==> src/rtl/shift_arbiter.sv <==
// Two-requester round-robin arbiter sharing one SLL and one SRA barrel shifter,
// with a one-entry registered result stage that supports backpressure.

module barrel_sll (
  input  logic [31:0] data,
  input  logic [4:0]  shamt,
  output logic [31:0] result
);
  logic [31:0] stage;

  always_comb begin
    stage = data;
    if (shamt[0]) stage = {stage[30:0], 1'b0};
    if (shamt[1]) stage = {stage[29:0], 2'b0};
    if (shamt[2]) stage = {stage[27:0], 4'b0};
    if (shamt[3]) stage = {stage[23:0], 8'b0};
    if (shamt[4]) stage = {stage[15:0], 16'b0};
    result = stage;
  end
endmodule

module barrel_sra (
  input  logic [31:0] data,
  input  logic [4:0]  shamt,
  output logic [31:0] result
);
  logic [31:0] stage;
  logic        sign;

  always_comb begin
    sign  = data[31];
    stage = data;
    if (shamt[0]) stage = {{1{sign}},  stage[31:1]};
    if (shamt[1]) stage = {{2{sign}},  stage[31:2]};
    if (shamt[2]) stage = {{4{sign}},  stage[31:4]};
    if (shamt[3]) stage = {{8{sign}},  stage[31:8]};
    if (shamt[4]) stage = {{16{sign}}, stage[31:16]};
    result = stage;
  end
endmodule

module shift_arbiter #(
  parameter int FIXED_PRIO = 0
) (
  input  logic        clock,
  input  logic        reset_n,
  input  logic        req_valid_0,
  input  logic        req_valid_1,
  output logic        req_ready_0,
  output logic        req_ready_1,
  input  logic [31:0] req_data_0,
  input  logic [31:0] req_data_1,
  input  logic [4:0]  req_shamt_0,
  input  logic [4:0]  req_shamt_1,
  input  logic        req_op_0,
  input  logic        req_op_1,
  output logic        rsp_valid_0,
  output logic        rsp_valid_1,
  input  logic        rsp_ready_0,
  input  logic        rsp_ready_1,
  output logic [31:0] rsp_result
);
  // Handshake: a request transfers on a rising edge where req_valid_k & req_ready_k;
  // a response is consumed where rsp_valid_k & rsp_ready_k. Ready may depend on valid.
  localparam logic EMPTY = 1'b0;
  localparam logic FULL  = 1'b1;

  logic        state;
  logic        out_owner;
  logic [31:0] out_result;
  logic        last_grant;

  logic        grant_0, grant_1;
  logic        owner_ready, can_accept, accept;
  logic [31:0] sel_data, sll_out, sra_out, shift_out;
  logic [4:0]  sel_shamt;
  logic        sel_op;

  // On a tie, round-robin favours whoever did not win last; fixed mode favours 0.
  always_comb begin
    grant_0 = 1'b0;
    grant_1 = 1'b0;
    if (req_valid_0 && req_valid_1) begin
      if (FIXED_PRIO != 0) grant_0 = 1'b1;
      else if (last_grant) grant_0 = 1'b1;
      else grant_1 = 1'b1;
    end else begin
      grant_0 = req_valid_0;
      grant_1 = req_valid_1;
    end
  end

  assign owner_ready = out_owner ? rsp_ready_1 : rsp_ready_0;
  assign can_accept  = reset_n && ((state == EMPTY) || owner_ready);
  assign req_ready_0 = grant_0 && can_accept;
  assign req_ready_1 = grant_1 && can_accept;
  assign accept      = req_ready_0 || req_ready_1;

  assign sel_data  = grant_1 ? req_data_1  : req_data_0;
  assign sel_shamt = grant_1 ? req_shamt_1 : req_shamt_0;
  assign sel_op    = grant_1 ? req_op_1    : req_op_0;

  barrel_sll u_sll (.data(sel_data), .shamt(sel_shamt), .result(sll_out));
  barrel_sra u_sra (.data(sel_data), .shamt(sel_shamt), .result(sra_out));

  assign shift_out = sel_op ? sra_out : sll_out;

  always_ff @(posedge clock or negedge reset_n) begin
    if (!reset_n) begin
      state      <= EMPTY;
      out_owner  <= 1'b0;
      out_result <= 32'd0;
      last_grant <= 1'b1;
    end else begin
      if (accept) begin
        state      <= FULL;
        out_owner  <= grant_1;
        out_result <= shift_out;
        last_grant <= grant_1;
      end else if (state == FULL && owner_ready) begin
        state <= EMPTY;
      end
    end
  end

  assign rsp_valid_0 = (state == FULL) && !out_owner;
  assign rsp_valid_1 = (state == FULL) && out_owner;
  assign rsp_result  = out_result;
endmodule

==> config.mk <==
export PLATFORM = sky130hd
export DESIGN_NAME = shift_arbiter
export DESIGN_NICKNAME = d
export VERILOG_FILES = /design/src/rtl/shift_arbiter.sv
export SDC_FILE = /design/constraint.sdc
export NUM_CORES = 1
export LEC_CHECK = 0
export BUFFER_PORTS_ARGS = -buffer_cell sky130_fd_sc_hd__buf_2
export CAP_MARGIN = 0
export CORE_AREA = 2 2 142 144
export CTS_CLUSTER_DIAMETER = 200
export DETAILED_ROUTE_END_ITERATION = 10
export DIE_AREA = 0 0 144 146
export HOLD_SLACK_MARGIN = 0.08
export PLACE_DENSITY = 0.65
export SLEW_MARGIN = 20
export SYNTH_ARGS = -nofsm -noshare
export SYNTH_HDL_FRONTEND = slang
export SYNTH_SLANG_ARGS = --single-unit
==> constraint.sdc <==
create_clock -name clock -period 3.2 [get_ports clock]
set_input_delay 0.32 -clock clock [delete_from_list [all_inputs] [get_ports clock]]
set_output_delay 0.32 -clock clock [all_outputs]
set_load 0.05 [all_outputs]
Word-level counts from Yosys, hierarchy flattened
Cells that the tools add are included.
{"block": "op_classes", "muxes": 21, "magnitude_cmp": 0, "addsub": 0, "n_div": 0, "multipliers": 0, "n_reduce_logical": 11, "n_shift": 0, "n_bitwise": 1, "n_eq_ne": 0}
{"cell": "32-bit 2-to-1 mux", "count": 7}
{"cell": "31-bit 2-to-1 mux", "count": 5}
{"cell": "1-bit 2-to-1 mux", "count": 8}
{"cell": "1-bit logical AND", "count": 7}
{"cell": "5-bit 2-to-1 mux", "count": 1}
{"cell": "1-bit logical OR", "count": 2}
{"cell": "2-bit nonzero test", "count": 1}
{"cell": "1-bit zero test", "count": 1}
{"cell": "1-bit inverter", "count": 1}
{"block": "totals", "input_bits": 82, "n_memories": 0, "latch_bits": 0, "reg_bits": 35, "out_inout_bits": 36, "romBits": 0, "ram_bits": 0}

Logic depth before layout (Yosys ltp)
Gate-level depths: netlist of the first run.
{"block": "depth", "word_depth": 9, "depth_mapped": 11, "mapped_depth_nobuf": 7}

By module
From an unflattened synthesis of the first run, not the netlist that was laid out.
{"block": "unflattened", "cells_unflattened": 648, "area_unflattened_um2": 6812.8}
{"mod": "shift_arbiter", "instances": 1, "area_each_um2": 2910.3, "seq_area_each_um2": 877.1, "cells_per_inst": 240}
{"mod": "barrel_sra", "instances": 1, "area_each_um2": 2128.3, "seq_area_each_um2": 0.0, "cells_per_inst": 225}
{"mod": "barrel_sll", "instances": 1, "area_each_um2": 1774.2, "seq_area_each_um2": 0.0, "cells_per_inst": 183}

Least setup slack after synthesis of the first run
No wires, ideal clock.
{"block": "synth_path", "path_kind": "flip-flop to flip-flop", "from": "register last_grant", "to": "register out_result[22], in the netlist rsp_result[22]", "path_buffers": 2, "t_arrival_ps": 2200, "required_time_ps": 3066, "slack_ps": 866, "stages_incl_launch_ff": 9, "path_cell_list": "dfstp_2 > a21bo_1 > buf_6 > mux2i_4 > buf_6 > mux2i_1 > a21oi_1 > a2111oi_0 > a21oi_1"}
{"block": "synth_via", "elab_chain_cells": 9}
{"element": "from (decl)", "line": "71", "source": "logic last_grant;"}
{"element": "from (signal assigned)", "line": "119", "source": "last_grant <= grant_1;"}
{"element": "1-bit 2-to-1 mux", "line": "85", "source": "else if (last_grant) grant_0 = 1'b1;"}
{"element": "1-bit 2-to-1 mux", "line": "83", "source": "if (req_valid_0 && req_valid_1) begin"}
{"element": "32-bit 2-to-1 mux / 5-bit 2-to-1 mux (equally long branches)", "line": "99, 100"}
{"element": "32-bit 2-to-1 mux / 31-bit 2-to-1 mux (equally long branches)", "line": "13, 33"}
{"element": "32-bit 2-to-1 mux / 31-bit 2-to-1 mux (equally long branches)", "line": "14, 34"}
{"element": "32-bit 2-to-1 mux / 31-bit 2-to-1 mux (equally long branches)", "line": "15, 35"}
{"element": "32-bit 2-to-1 mux / 31-bit 2-to-1 mux (equally long branches)", "line": "16, 36"}
{"element": "32-bit 2-to-1 mux / 31-bit 2-to-1 mux (equally long branches)", "line": "17, 37"}
{"element": "32-bit 2-to-1 mux", "line": "106", "source": "assign shift_out = sel_op ? sra_out : sll_out;"}
{"element": "to (signal assigned)", "line": "118", "source": "out_result <= shift_out;"}
{"element": "to (decl)", "line": "70", "source": "logic [31:0] out_result;"}
Parallel ways exist; a longest one is shown, timed or not.
A chain may end at the register's enable or synchronous reset.

Worst setup path in the final report of the first run
{"block": "layout_path", "from": "register last_grant", "to": "register out_result[30], in the netlist rsp_result[30]"}
The elaborated chain is that of the path after synthesis.

==> results_dict.tcl, run 1 <==
set metrics [dict create \
    path_clk_slew_ps 60 \
    syn-instance-count 829 \
    start_util_pct 36.85 \
    worstPathMaxFanout 33 \
    placed_area_um2 8089 \
    syn_area_um2 7126 \
    cp_common_cell "a211oi_1" \
    synth_seq_cells 35 \
    worstSkewPairLatency_ps 280 \
    cts_resized 0 \
    grt_setup_unrepaired "no" \
    gr-total-overflow 0 \
    drive_gt1_share_pct 30.89 \
    tns_ps 0 \
    final_cells 1191 \
    hold_buffers 0 \
    clock_skew_ps 6.512 \
    worstSetupPathType "reg -> reg" \
    synth_top_area_share_pct 19.39 \
    grt_max_degree 50 \
    design.die.area_um2 21020 \
    relSlewSlack_pct 45.12 \
    avgSynthCellArea_um2 8.595 \
    drc 0 \
    finalHoldViolations 0 \
    grt_usage_pct 26.82 \
    critPathSlowestCell "mux2_2" \
    end_kind "flop" \
    via_count 7814 \
    max_cap_violations 0 \
    fin_ws_ps 318.4 \
    drt_iter0_markers 911 \
    port_buffers 117 \
    antenna_found_initial 0 \
    dpl.hpwl_um 22160 \
    cts_tree "yes" \
    seq_area_frac_synth_pct 12.31 \
    die_h_um 146 \
    startpoint_type "flop" \
    drt_pre_antenna_iters 5 \
    peakVddDrop_mv 0.3339 \
    post-cts-setup-buffers 0 \
    p_per_area_nw_per_um2 523.5 \
    synth_edf_count 0 \
    diodes 0 \
    htreeDepth 2 \
    max_stage_delay_ps 630 \
    gp_congestion 1.036 \
    antenna_left 0 \
    ctsLongestPathBuffers 2 \
    syn_nets 911 \
    post-place-ws_ps 364.0 \
    numCtsBuffers 5 \
    crit_chain "a21bo_4 -> mux2_2 -> nor2_1 -> mux2i_1 -> buf_4 -> a211oi_1 -> a211oi_1 -> a22o_1" \
    tightest_slew_ps 823.1 \
    cts_sinks 35 \
    p_leak_nw 3.484 \
    status "complete, no violations" \
    required_ps 3420 \
    ys.flop_type "dfrtp_1" \
    grt_pass1_vias 7329 \
    die_w_um 144 \
    yosysTopAreaCell "mux2i_1" \
    placedCellCount 1183 \
    hp-class "in -> async" \
    viasPerCell 6.561 \
    finalCritPeriodShare_pct 90.05 \
    grt_pass1_wl_um 43930 \
    setup_viol 0 \
    netlist-cell-type-count 66 \
    async_flop_share_pct 100.0 \
    finalWirelength_um 28690 \
    period_needed_ps 2882 \
    routedWlPerCell_um 24.08 \
    area_growth_pct 15.96 \
    clock.fmax_mhz 347.0 \
    final_max_slew_viol_count 0 \
    cp.arrival_ps 3100 \
    core_area_um2 19330 \
    fin_area_um2 8263 \
    ios 118 \
    cts_root_buf "clkbuf_16" \
    power.total_w 0.004326 \
    nNetsFinal 1007 \
    rows 51 \
    netlist_top_cells_area "mux2i_1 19%, mux4_2 14%, dfrtp_1 12%, mux2_2 7.4%, nand2_1 5.0%" \
    ys_warn_count 0 \
]
stage by stage:
| stage | hold slack [ps] | utilization (%) |
|---|---|---|
| after floorplan | 24.41 | - |
| after global placement | 420.6 | 41.84 |
| after detailed placement | 418.1 | 41.84 |
| after CTS | 122.3 | 42.74 |
| after global routing | 155.8 | 42.74 |
| final | 103.1 | 42.74 |
per-layer routing:
layer  up-vias  GRT usage (%)  share of wire (%)
met5         -              0                  0
met4         0          8.824                3.9
met3        83          3.620                8.8
met2       465          41.86                 46
met1      3836          38.14                 42
li1       3430              -                  -
area by class of cell:
class	instances	area, um^2
fill	1956	11070
multi-input combinational	715	5796
timing repair buffer	165	1074
sequential	35	877.1
tap	265	331.6
clock buffer	6	138.9
clock inverter	2	35.03
inverter	3	11.26
critical path: cells and delay by family (launching register included):
family | cells | cell delay, ps
buffers and inverters | 1 | 170
multiplexers | 2 | 830
flip-flops | 1 | 580
AND/OR/NAND/NOR | 1 | 220
AO/OA/AOI/OAI | 4 | 1020
power by group:
part / switching [W] / internal [W] / total (W)
Clock: 0.000188 / 0.000387 / 0.000575
Sequential: 0.000130 / 0.000622 / 0.000752
Combinational: 0.00201 / 0.000987 / 0.00300
Total: 0.00233 / 0.00200 / 0.00433
state kept, by name (all words and copies together), names as in the netlist:
register and count:
last_grant 1, rsp_result 32, out_owner 1, state 1
path summary, 6_finish.rpt:
check                              startpoint             end  slack, ps  cells past startpoint
min in group clock                req_valid_0      last_grant        320                      2
worst min register to register  rsp_result[9]   rsp_result[9]        510                      1
worst max-delay path               last_grant  rsp_result[30]        320                      8
worst min-delay path                  reset_n  rsp_result[21]        100                      2
worst max register to register     last_grant  rsp_result[30]        320                      8
max in group asynchronous             reset_n      last_grant       2750                      2
cells in the final DEF (no fill, tap or decap), types with 3 or more instances in the layout:
cell / netlist / routed
a211oi_1: 13 / 13
a21boi_0: 3 / 3
a21oi_1: 63 / 63
a221o_1: 5 / 5
a221oi_1: 13 / 13
a22oi_1: 20 / 20
a31oi_1: 14 / 14
and2_0: 3 / 3
and2_1: 6 / 6
and3_1: 4 / 4
buf_12: 0 / 10
buf_2: 34 / 116
buf_4: 15 / 39
clkbuf_16: 0 / 5
dfrtp_1: 34 / 34
mux2_2: 47 / 47
mux2i_1: 138 / 138
mux2i_4: 5 / 5
mux4_2: 45 / 45
nand2_1: 95 / 95
nand2b_1: 11 / 11
nand3_1: 29 / 29
nor2_1: 62 / 62
nor3_1: 17 / 17
o2111ai_1: 3 / 3
o211ai_1: 16 / 16
o21ai_0: 37 / 37
o221ai_1: 9 / 9
o22a_1: 5 / 5
o22ai_1: 3 / 3
o31ai_1: 8 / 8
cell usage after synthesis (17+ instances only):
library cell,n
o21ai_0,37
nor3_1,17
a21oi_1,63
dfrtp_1,34
buf_2,34
clkbuf_1,17
mux2i_1,138
mux2_2,47
a22oi_1,20
mux4_2,45
nand3_1,29
nor2_1,62
nand2_1,95
logic make-up (layout without fill, tap and decap cells):
group	after synthesis	in the layout	synth area share, %
compound gates	242	242	23.58
buf+inv	79	176	6.602
flops	35	35	12.31
mux	237	237	43.02
simple gates	236	236	14.49
Power figures use the tool's default switching activity.
==> inputs of run 2 (changes only) <==
- CORE_AREA: 2 2 142 144 -> 2 2 113 115
- DIE_AREA: 0 0 144 146 -> 0 0 115 117
- PLACE_DENSITY: 0.65 -> 0.91
==> results_dict.tcl, run 2 (synthesis gave the netlist of run 1 again) <==
set metrics [dict create \
    status "complete, no violations" \
    nFillCells 1076 \
    routedWlPerCell_um 25.93 \
    numCtsBuffers 5 \
    layout_common_cells "138 x mux2i_1, 117 x buf_2, 95 x nand2_1, 63 x a21oi_1, 62 x nor2_1" \
    grt_pass1_vias 7465 \
    tns_ps 0 \
    layout_commonest_cell "mux2i_1" \
    finalHoldViolations 0 \
    ctsLongestPathBuffers 2 \
    peakVddDrop_mv 0.3322 \
    grt_pass1_wl_um 42900 \
    cts_resized 0 \
    end_kind "flop" \
    cp.arrival_ps 3160 \
    nNetsFinal 1010 \
    die_w_um 115 \
    ios 118 \
    grt_setup_unrepaired "no" \
    path_clk_slew_ps 60 \
    multi_input_area_um2 5796 \
    clock.fmax_mhz 334.3 \
    cts_sinks 35 \
    tightest_slew_ps 743.3 \
    via_count 8067 \
    cts_root_buf "clkbuf_16" \
    worstPathMaxFanout 70 \
    start_util_pct 57.88 \
    rows 41 \
    hp-class "in -> async" \
    dpl.hpwl_um 21240 \
    largest_register_ffs 32 \
    startpoint_type "flop" \
    gr-total-overflow 0 \
    drc 0 \
    period_needed_ps 2991 \
    die_h_um 117 \
    max_cap_violations 0 \
    area_growth_pct 13.27 \
    drt_pre_antenna_iters 6 \
    final_max_slew_viol_count 0 \
    p_per_area_nw_per_um2 528.9 \
    worstSetupPathType "reg -> reg" \
    relSlewSlack_pct 50.45 \
    viasPerCell 7.476 \
    clock_skew_ps 7.547 \
    setup_viol 0 \
    diodes 0 \
    placedCellCount 1071 \
    fin_ws_ps 208.7 \
    antenna_left 0 \
    grt_max_degree 71 \
    post-cts-setup-buffers 0 \
    final_cells 1079 \
    port_buffers 117 \
    cts_tree "yes" \
    antenna_found_initial 0 \
    drt_iter0_markers 1217 \
    grt_usage_pct 41.30 \
    required_ps 3370 \
    worstSkewPairLatency_ps 290 \
    regArea_um2 877.1 \
    finalWirelength_um 27980 \
    core_area_um2 12310 \
    finalCritPeriodShare_pct 93.48 \
    htreeDepth 2 \
    gp_congestion 1.024 \
    hold_buffers 0 \
    post-place-ws_ps 271.2 \
    p_leak_nw 3.471 \
    drive_gt1_share_pct 31.00 \
    design.die.area_um2 13460 \
]
[run 2: cell types whose count changed in the layout (fill, tap and decap cells not counted)]
cell       delta
clkbuf_8      +1
clkbuf_1      +1
clkinv_2      -1
buf_2         +1
buf_4         +6
buf_12        -4
bufinv_16     -1
[run 2: cell type report]
| cell class | instances | area share, % |
|---|---|---|
| Multi-Input combinational cell | 715 | 71.80 |
| Timing Repair Buffer | 168 | 12.93 |
| Clock buffer | 8 | 1.938 |
| Inverter | 3 | 0.1395 |
| Sequential cell | 35 | 10.87 |
| Tap cell | 150 | 2.325 |
[run 2: worst paths after layout]
kind / from / end / slack, ps / cells after the start
worst max-delay path: last_grant / rsp_result[3] / 210 / 8
worst min-delay path: reset_n / rsp_result[6] / 110 / 2
worst max register to register: last_grant / rsp_result[3] / 210 / 8
worst min register to register: rsp_result[30] / rsp_result[30] / 500 / 1
max in group asynchronous: reset_n / last_grant / 2740 / 2
min in group clock: req_valid_0 / last_grant / 320 / 2
[run 2: power breakdown]
group | leakage [nW] | internal [W] | switching [W] | total (W)
registers | 0.421 | 0.000622 | 0.000137 | 0.000759
logic | 2.97 | 0.000978 | 0.00200 | 0.00298
clock network | 0.0772 | 0.000332 | 0.000197 | 0.000529
[run 2: routing by layer]
metal	track usage [%]	part of all wire [%]
met2	64.27	44
met3	7.209	13
met1	55.98	37
met5	0	0
met4	19.92	6.6
[run 2: per-stage QoR]
stage | hold slack [ps] | utilization, % | instance area, um^2 | power (W)
6_report | 107.0 | 65.56 | 8071 | 0.004269
4_1_cts | 123.7 | 65.56 | 8071 | 0.004184
5_1_grt | 154.2 | 65.56 | 8071 | 0.004440
2_1_floorplan | 24.41 | - | 7126 | 0.002794
3_3_place_gp | 416.6 | 64.29 | 7915 | 0.003637
3_5_place_dp | 416.5 | 64.29 | 7915 | 0.003653
[run 2: critical path, stage by stage (launching register included)]
cell and delay [ps]:
dfstp_2 590, a21bo_4 300, buf_12 350, mux2i_4 510
mux2i_1 170, mux2_2 320, mux4_2 470, nand2_1 80
nand2_1 50
==> inputs of run 3 (changes only) <==
- CORE_AREA: 2 2 113 115 -> 2 2 118 120
- CTS_BUF_LIST: not set -> sky130_fd_sc_hd__clkbuf_4 sky130_fd_sc_hd__clkbuf_8 sky130_fd_sc_hd__clkbuf_16
- DIE_AREA: 0 0 115 117 -> 0 0 120 122
- PLACE_DENSITY: 0.91 -> 0.88
- clock period: 3.2 -> 2.7 ns (I/O delays scaled with it)
==> results_dict.tcl, run 3 (synthesis gave the netlist of run 1 again) <==
set metrics [dict create \
    status "complete, no violations" \
    finalHoldViolations 0 \
    area_growth_pct 22.19 \
    relSlewSlack_pct 56.39 \
    tightest_slew_ps 647.2 \
    rows 43 \
    design.die.area_um2 14640 \
    port_buffers 117 \
    cp_common_cell "buf_4" \
    htreeDepth 2 \
    grt_usage_pct 38.13 \
    hp-class "in -> reg" \
    end_kind "flop" \
    peakVddDrop_mv 0.5252 \
    ctsLongestPathBuffers 2 \
    final_cells 1167 \
    critPathSlowestCell "dfstp_2" \
    nNetsFinal 1068 \
    drive_gt1_share_pct 35.56 \
    routedWlPerCell_um 24.29 \
    finalCritPeriodShare_pct 96.96 \
    via_count 8251 \
    start_util_pct 52.77 \
    ios 118 \
    startpoint_type "flop" \
    clock_skew_ps 4.357 \
    drt_pre_antenna_iters 6 \
    viasPerCell 7.070 \
    finalWirelength_um 28350 \
    fin_area_um2 8707 \
    max_cap_violations 0 \
    cts_tree "yes" \
    numCtsBuffers 5 \
    p_per_area_nw_per_um2 609.6 \
    grt_setup_unrepaired "no" \
    critPathBufInv 2 \
    p_leak_nw 3.806 \
    gr-total-overflow 0 \
    worstPathMaxFanout 13 \
    required_ps 2900 \
    layout_common_cells "137 x mux2i_1, 117 x buf_2, 95 x nand2_1, 92 x buf_4, 62 x nor2_1" \
    placed_area_um2 8478 \
    grt_max_degree 50 \
    antenna_left 0 \
    final_max_slew_viol_count 0 \
    worstSetupPathType "reg -> reg" \
    fin_hold_ws_ps 283.9 \
    path_delay_family "multiplexers" \
    path_clk_slew_ps 60 \
    nFillCells 1130 \
    cp.arrival_ps 2810 \
    cts_root_buf "clkbuf_16" \
    placedCellCount 1156 \
    clock.fmax_mhz 382.0 \
    grt_pass1_wl_um 43520 \
    cts_sinks 35 \
    crit_chain "a21bo_4 -> buf_4 -> buf_4 -> mux2_2 -> mux2i_1 -> nor2_1 -> nor3_1 -> o21ai_0 -> o211ai_1" \
    diodes 0 \
    antenna_found_initial 0 \
    drc 0 \
    largest_register_ffs 32 \
    period_needed_ps 2618 \
    dpl.hpwl_um 21810 \
    worstSkewPairLatency_ps 280 \
    die_w_um 120 \
    core_area_um2 13500 \
    die_h_um 122 \
    setup_viol 0 \
    drt_iter0_markers 1262 \
    layout_commonest_cell "mux2i_1" \
    gp_congestion 1.056 \
    grt_pass1_vias 7584 \
    max_stage_delay_ps 530 \
]
-- run 3: changes by cell type in the layout (fill, tap and decap cells not counted), sizes merged --
cell	delta
dlygate4sd3	+1
buf	+56
clkbuf	+1
-- run 3: final timing paths --
| kind | cells after the start | startpoint | slack [ps] | end |
|---|---|---|---|---|
| setup / recovery | 9 | last_grant | 80 | rsp_result[1] |
| hold / removal | 4 | rsp_ready_0 | 280 | state |
| max in group asynchronous | 3 | reset_n | 1770 | last_grant |
| min in group asynchronous | 3 | reset_n | 590 | out_owner |
| setup reg to reg | 9 | last_grant | 80 | rsp_result[1] |
| hold reg to reg | 2 | rsp_result[28] | 490 | rsp_result[28] |
-- run 3: metal layers --
layer / global-route usage, % / vias up / wire length [um]
met1: 51.91 / 3855 / 10990
met3: 5.150 / 134 / 3154
li1: - / 3557 / -
met5: 0 / - / 0
met2: 61.29 / 705 / 12730
met4: 15.37 / 0 / 1466
-- run 3: final cells by class --
type	instances	area, um^2	share of cell area, %
Multi-Input combinational cell	715	5822	66.86
Timing Repair Buffer	226	1612	18.51
Sequential cell	35	877.1	10.07
Tap cell	180	225.2	2.587
Clock buffer	8	160.2	1.839
Inverter	3	11.26	0.1293
-- run 3: timing repair --
action / in CTS / in global routing
hold buffers: 1 / 0
hold endpoints to repair: 11 / 0
resized for setup: 0 / 8
setup endpoints to repair: 0 / 5
buffers inserted: 0 / 1
-- run 3: worst register-to-register path: cells and delay by family, from the launching register on --
kind                   cells  cell delay, ps
and+or+nand+nor            2             340
muxes                      2             690
AOI/OAI and AO/OA          3             520
DFF                        1             530
buffers and inverters      2             460
-- run 3: stage by stage --
stage	setup WS (ps)	total power (W)	utilization (%)	TNS, ps
CTS	5.443	0.005166	64.04	0
global route	0.9404	0.005526	64.48	0
detailed placement	-82.42	0.004536	62.78	-82.42
finish	82.03	0.005308	64.48	0
floorplan	365.7	0.003312	-	0
global placement	-40.39	0.004504	62.78	-40.39
-- run 3: power by group --
part / switching (W) / internal (W) / total [W]
clock network: 0.000219 / 0.000403 / 0.000622
registers: 0.000147 / 0.000736 / 0.000883
logic: 0.00245 / 0.00136 / 0.00380
total: 0.00281 / 0.00249 / 0.00531
